**config.mk**
```make
export PLATFORM = sky130hd
export DESIGN_NAME = hilo_div_unit
export DESIGN_NICKNAME = d
export VERILOG_FILES = /design/src/rtl/hilo_div_unit_pkg.sv /design/src/rtl/hilo_div_unit_sign_fix.sv /design/src/rtl/hilo_div_unit.sv
export SDC_FILE = /design/constraint.sdc
export NUM_CORES = 1
export LEC_CHECK = 0
export CAP_MARGIN = 20
export CORE_ASPECT_RATIO = 1.4
export CORE_MARGIN = 2
export CORE_UTILIZATION = 59
export CTS_CLUSTER_SIZE = 14
export DETAILED_ROUTE_END_ITERATION = 10
export DONT_BUFFER_PORTS = 1
export PLACE_DENSITY = 0.9
export SYNTH_ARGS = -nofsm -noshare
export SYNTH_HDL_FRONTEND = slang
export SYNTH_SLANG_ARGS = --single-unit
```
**constraint.sdc**
```tcl
create_clock -name clk -period 4.2 [get_ports clk]
set_clock_uncertainty 0.1 [all_clocks]
set_input_delay 0.84 -clock clk [delete_from_list [all_inputs] [get_ports clk]]
set_output_delay 0.84 -clock clk [all_outputs]
set_load 0.05 [all_outputs]
```
**src/rtl/hilo_div_unit_pkg.sv**
```systemverilog
// Shared types and sizing for the HILO divide engine.
package hilo_div_unit_pkg;

  localparam int unsigned DIV_DATA_W = 32;
  localparam int unsigned DIV_CNT_W  = $clog2(DIV_DATA_W);

  typedef enum logic [1:0] {
    IDLE,
    BYZERO,
    ON,
    END
  } div_state_t;

  // One HILO write as seen by MEM/WB.
  typedef struct packed {
    logic                  we;
    logic [DIV_DATA_W-1:0] hi;
    logic [DIV_DATA_W-1:0] lo;
  } hilo_wr_t;

endpackage

```
**src/rtl/hilo_div_unit_sign_fix.sv**
```systemverilog
// Conditional two's-complement negation; used for operand abs() and result sign fix.
module hilo_div_unit_sign_fix #(
  parameter int unsigned W = 32
) (
  input  logic [W-1:0] val,
  input  logic         neg,
  output logic [W-1:0] res
);

  // Negate when requested, otherwise pass through (wraps at W bits).
  always_comb begin
    res = val;
    if (neg) res = ~val + W'(1);
  end

endmodule

```
**src/rtl/hilo_div_unit.sv**
```systemverilog
// Multi-cycle radix-2 restoring DIV/DIVU engine feeding the HILO write port.
// Optional feature: define DIV_ZERO_FAST_EN to short-cut a zero divisor via BYZERO.
module hilo_div_unit
  import hilo_div_unit_pkg::*;
#(
  parameter int unsigned DATA_W = DIV_DATA_W
) (
  input  logic              clk,
  input  logic              rst,
  input  logic              start_i,
  input  logic              signed_i,
  input  logic [DATA_W-1:0] opdata1_i,
  input  logic [DATA_W-1:0] opdata2_i,
  input  logic              annul_i,
  output logic              stall_req_o,
  output logic              hilo_we_o,
  output logic [DATA_W-1:0] hi_o,
  output logic [DATA_W-1:0] lo_o
);

  localparam int unsigned CNT_W = $clog2(DATA_W);

  div_state_t         state;
  div_state_t         state_nxt;
  logic [CNT_W-1:0]   cnt;
  logic [DATA_W-1:0]  dvd;      // dividend bits shift out, quotient bits shift in
  logic [DATA_W-1:0]  rem;
  logic [DATA_W-1:0]  dsr;
  logic               neg_q;
  logic               neg_r;
  logic [DATA_W-1:0]  hi_q;
  logic [DATA_W-1:0]  lo_q;
  logic [DATA_W-1:0]  op1_abs;
  logic [DATA_W-1:0]  op2_abs;
  logic [DATA_W-1:0]  q_fix;
  logic [DATA_W-1:0]  r_fix;
  logic [DATA_W:0]    partial;
  logic [DATA_W:0]    diff;
  logic               accept;
  logic               last_iter;

  assign accept    = (state == IDLE) & start_i & ~annul_i;
  assign last_iter = (cnt == CNT_W'(DATA_W - 1));
  assign partial   = {rem, dvd[DATA_W-1]};
  assign diff      = partial - {1'b0, dsr};

  hilo_div_unit_sign_fix #(.W(DATA_W)) u_abs_op1 (
    .val (opdata1_i),
    .neg (signed_i & opdata1_i[DATA_W-1]),
    .res (op1_abs)
  );

  hilo_div_unit_sign_fix #(.W(DATA_W)) u_abs_op2 (
    .val (opdata2_i),
    .neg (signed_i & opdata2_i[DATA_W-1]),
    .res (op2_abs)
  );

  hilo_div_unit_sign_fix #(.W(DATA_W)) u_fix_quo (
    .val (dvd),
    .neg (neg_q),
    .res (q_fix)
  );

  hilo_div_unit_sign_fix #(.W(DATA_W)) u_fix_rem (
    .val (rem),
    .neg (neg_r),
    .res (r_fix)
  );

  // State register.
  always_ff @(posedge clk or negedge rst) begin
    if (!rst) state <= IDLE;
    else      state <= state_nxt;
  end

  // Next-state logic; a flush always wins and returns to IDLE.
  always_comb begin
    state_nxt = state;
    case (state)
      IDLE: begin
        if (accept) begin
`ifdef DIV_ZERO_FAST_EN
          state_nxt = (opdata2_i == '0) ? BYZERO : ON;
`else
          state_nxt = ON;
`endif
        end
      end
      BYZERO:  state_nxt = END;
      ON:      if (last_iter) state_nxt = END;
      END:     state_nxt = IDLE;
      default: state_nxt = IDLE;
    endcase
    if (annul_i) state_nxt = IDLE;
  end

  // Datapath: operand capture, one restoring step per ON cycle, result latch at END.
  always_ff @(posedge clk or negedge rst) begin
    if (!rst) begin
      cnt   <= '0;
      dvd   <= '0;
      rem   <= '0;
      dsr   <= '0;
      neg_q <= 1'b0;
      neg_r <= 1'b0;
      hi_q  <= '0;
      lo_q  <= '0;
    end else begin
      case (state)
        IDLE: begin
          if (accept) begin
            cnt   <= '0;
            dvd   <= op1_abs;
            dsr   <= op2_abs;
            rem   <= '0;
            neg_q <= signed_i & (opdata1_i[DATA_W-1] ^ opdata2_i[DATA_W-1]);
            neg_r <= signed_i & opdata1_i[DATA_W-1];
          end
        end
        ON: begin
          rem <= diff[DATA_W] ? partial[DATA_W-1:0] : diff[DATA_W-1:0];
          dvd <= {dvd[DATA_W-2:0], ~diff[DATA_W]};
          cnt <= cnt + CNT_W'(1);
        end
        BYZERO: begin
          dvd <= '1;
          rem <= dvd;
        end
        END: begin
          if (!annul_i) begin
            hi_q <= r_fix;
            lo_q <= q_fix;
          end
        end
        default: ;
      endcase
    end
  end

  // Outputs: live sign-fixed result in END, held copy elsewhere.
  assign stall_req_o = (state == ON) | (state == BYZERO) | accept;
  assign hilo_we_o   = (state == END) & ~annul_i;
  assign hi_o        = (state == END) ? r_fix : hi_q;
  assign lo_o        = (state == END) ? q_fix : lo_q;

endmodule

```
==> flow_summary.json <==
{
  "status": "finished with violations",
  "violations": "setup timing",
  "die_h_um": 174,
  "htree_levels": 4,
  "synthXorXnorAreaFrac_pct": 10.7,
  "routabilityCongestion": 0.907,
  "maxCapViolations": 0,
  "clk_pin_slew_worst_paths_ns": 0.07,
  "slew_viol_final": 0,
  "vias": 11800,
  "synthAdderAreaFrac_pct": 4.49,
  "rows": 62,
  "r2r_cells": 15,
  "critical_path_class": "reg -> out",
  "rsz0062_at_grt": "yes",
  "io_pins": 135,
  "drive_gt1_share_pct": 13.6,
  "cts_root_buf": "clkbuf_16",
  "drt-total-wl_um": 36300,
  "worst_slew_pin_slew_ns": 1.19,
  "yosys_register_bits": 169,
  "clk_path_buf_depth": 2,
  "insertion_delay_ns": 0.44,
  "syn_nets": 1672,
  "timing.hold.ws_ns": 0.160,
  "syn_inst": 1560,
  "critPathMaxFanout": 3,
  "r2r_slack_ns": 0.20,
  "final_cell_mix": "nand2_1, o21ai_0, dfrtp_1",
  "maxSlewHeadroom_pct": 20.8,
  "start_util_pct": 59.8,
  "viasPerCell": 6.31,
  "crit_path_cell_trace": "or4_4 -> or3_4 -> or3_4 -> or3_4 -> or3_4 -> or3_4 -> o31ai_4 -> xnor2_2 -> a21oi_2 -> buf_12",
  "cp.required_ns": 3.26,
  "antenna_found_initial": 0,
  "r2r_end": "lo_q[25]",
  "layout_commonest_cell": "nand2_1",
  "hold_class": "in -> async",
  "max_freq_mhz": 210,
  "dp_hpwl_um": 24700,
  "numCtsBuffers": 17,
  "synth_top_family_by_area": "compound AO/OA/AOI/OAI gates",
  "grt_pass1_vias": 11100,
  "critPathArrivalTime_ns": 3.82,
  "start_kind": "register",
  "synthFlopType": "dfrtp_1",
  "yosysWarnings": 0,
  "post-route-period-util_pct": 113,
  "dieArea_um2": 21800,
  "die_w_um": 125,
  "initialDrtViolationCount": 1361,
  "cts_tree": "done",
  "track_usage_pct": 31.8,
  "async_reset_ff_share_pct": 100,
  "layout_setup_ws_ns": -0.560,
  "grt_pass1_wl_um": 56000,
  "dr.pass1.iters": 6,
  "io_buffer_count": 0,
  "grt_max_degree": 128,
  "antennaDiodeCount": 0,
  "fin_crit_ns": 4.76,
  "drc": 0,
  "crit_path_end_kind": "output port",
  "synth_edf_count": 0,
  "cpMostUsedCell": "or3_4",
  "crit-reg2reg-launch": "dvd[8]",
  "netlist_area_um2": 12100,
  "hold_viol": 0,
  "setup_viol": 9,
  "synthMuxAreaShare_pct": 2.69,
  "fp.coreArea_um2": 20300,
  "overflow": 0,
  "syn_area_per_cell_um2": 7.79,
  "area_delta_synth_final_pct": 16.4,
  "clock_sinks": 169,
  "ys_seq_area_share_pct": 34.8,
  "wl_per_cell_um": 19.4,
  "fillers": 1524,
  "slowest_delay_ns": 0.54,
  "crit_slowest_cell": "or4_4",
  "pre_cts_ws_ns": -0.0766,
  "synth.distinct_cells": 59,
  "yosys.area_share.simple_pct": 18.4,
  "ant_nets": 0,
  "nets": 1714,
  "synth-compound-area-share_pct": 24.1
}
[sequential cells by signal, indices dropped and copies added, names as in the netlist]
register	count
neg_q	1
state	2
neg_r	1
dsr	32
dvd	32
lo_q	32
hi_q	32
rem	32
cnt	5
[what timing repair did]
| item | 4_1_cts | 5_1_grt |
|---|---|---|
| hold buffers | 2 | 0 |
| gates resized for setup | 25 | 34 |
| setup endpoints to repair | 19 | 24 |
| endpoints found under the hold margin | 111 | 0 |
| setup buffers | 9 | 9 |
| pin swaps | 13 | 11 |
[logic make-up after synthesis]
group | Yosys count
multiplexers | 32
flip-flops | 169
AO/OA/AOI/OAI | 512
AND/OR/NAND/NOR | 502
XOR/XNOR | 148
buffers and inverters | 154
adder cells (fa/ha/maj) | 43
[per-layer routing]
| metal | global-route usage (%) | vias to the layer above | routed length, µm |
|---|---|---|---|
| met3 | 5.71 | 127 | 2820 |
| li1 | - | 5521 | - |
| met5 | 0 | - | 0 |
| met1 | 39.6 | 5531 | 14100 |
| met4 | 16.1 | 0 | 1770 |
| met2 | 53.1 | 635 | 17700 |
[worst max path at each step]
stage,startpoint,end
3_5_place_dp,dvd[8],lo_o[27]
3_3_place_gp,dvd[8],lo_o[31]
5_1_grt,dvd[8],lo_o[31]
6_report,dvd[8],lo_o[31]
4_1_cts,dvd[8],lo_o[31]
2_1_floorplan,dvd[8],lo_o[31]
[stage by stage]
step | setup TNS [ns] | instance area [µm²] | cells | utilization, %
after floorplan | -0.228 | 12200 | 1560 | -
after global placement | -0.0141 | 13000 | 1819 | 64.1
after detailed placement | -0.140 | 13000 | 1819 | 64.1
after CTS | -2.79 | 13900 | 1862 | 68.3
after global routing | -3.56 | 14100 | 1871 | 69.5
final | -2.71 | 14100 | 1871 | 69.5
[critical path, delay by kind of cell, from the launching register on]
family,cells,cell delay [ns]
xor gates and xnor gates,1,0.12
and+or+nand+nor,6,2.32
buffers and inverters,1,0.16
AOI/OAI and AO/OA,2,0.40
DFF,1,0.38
[cell usage after synthesis, types with 2 or more instances]
| library cell | count | area [µm²] |
|---|---|---|
| nor3b_1 | 3 | 22.5 |
| xnor2_1 | 51 | 447 |
| and2_1 | 7 | 43.8 |
| buf_2 | 3 | 15.0 |
| a311oi_1 | 2 | 17.5 |
| or3_1 | 7 | 43.8 |
| inv_1 | 57 | 214 |
| and3_1 | 12 | 75.1 |
| mux2i_1 | 27 | 270 |
| buf_1 | 8 | 30.0 |
| nor4_1 | 7 | 43.8 |
| o21ai_0 | 199 | 996 |
| dfrtp_1 | 169 | 4230 |
| nand3_1 | 15 | 75.1 |
| or2_2 | 5 | 31.3 |
| o221ai_1 | 2 | 17.5 |
| a21oi_1 | 170 | 851 |
| nor2b_1 | 11 | 68.8 |
| o2111ai_1 | 2 | 17.5 |
| o21bai_1 | 2 | 15.0 |
| a21o_1 | 15 | 113 |
| a21boi_0 | 4 | 30.0 |
| a211oi_1 | 6 | 45.0 |
| xor2_1 | 97 | 850 |
| o41ai_1 | 11 | 96.3 |
| a31oi_1 | 10 | 62.6 |
| o22ai_1 | 26 | 163 |
| o31ai_1 | 38 | 285 |
| nand2_1 | 216 | 811 |
| mux2_2 | 5 | 56.3 |
| o211ai_1 | 6 | 45.0 |
| o21a_1 | 5 | 37.5 |
| nand2b_1 | 13 | 81.3 |
| a32o_1 | 2 | 20.0 |
| nand4_1 | 6 | 37.5 |
| clkbuf_1 | 86 | 323 |
| nor3_1 | 18 | 90.1 |
| ha_1 | 42 | 526 |
| a221oi_1 | 3 | 26.3 |
| or4_1 | 13 | 97.6 |
| nor2_1 | 156 | 586 |
| or3_4 | 6 | 67.6 |
[cell type report]
cell class	instances	area (µm²)	area share, %
clock buffers	18	439	3.11
clock inverters	14	181	1.28
inverters	57	214	1.51
multi-input cells	1237	7670	54.3
flip-flops and latches	169	4230	29.9
well taps	256	320	2.27
repair buffers	120	1080	7.64
Power is not shown: default switching activity piles up to over one toggle a cycle in this logic, so the estimate is an artifact.
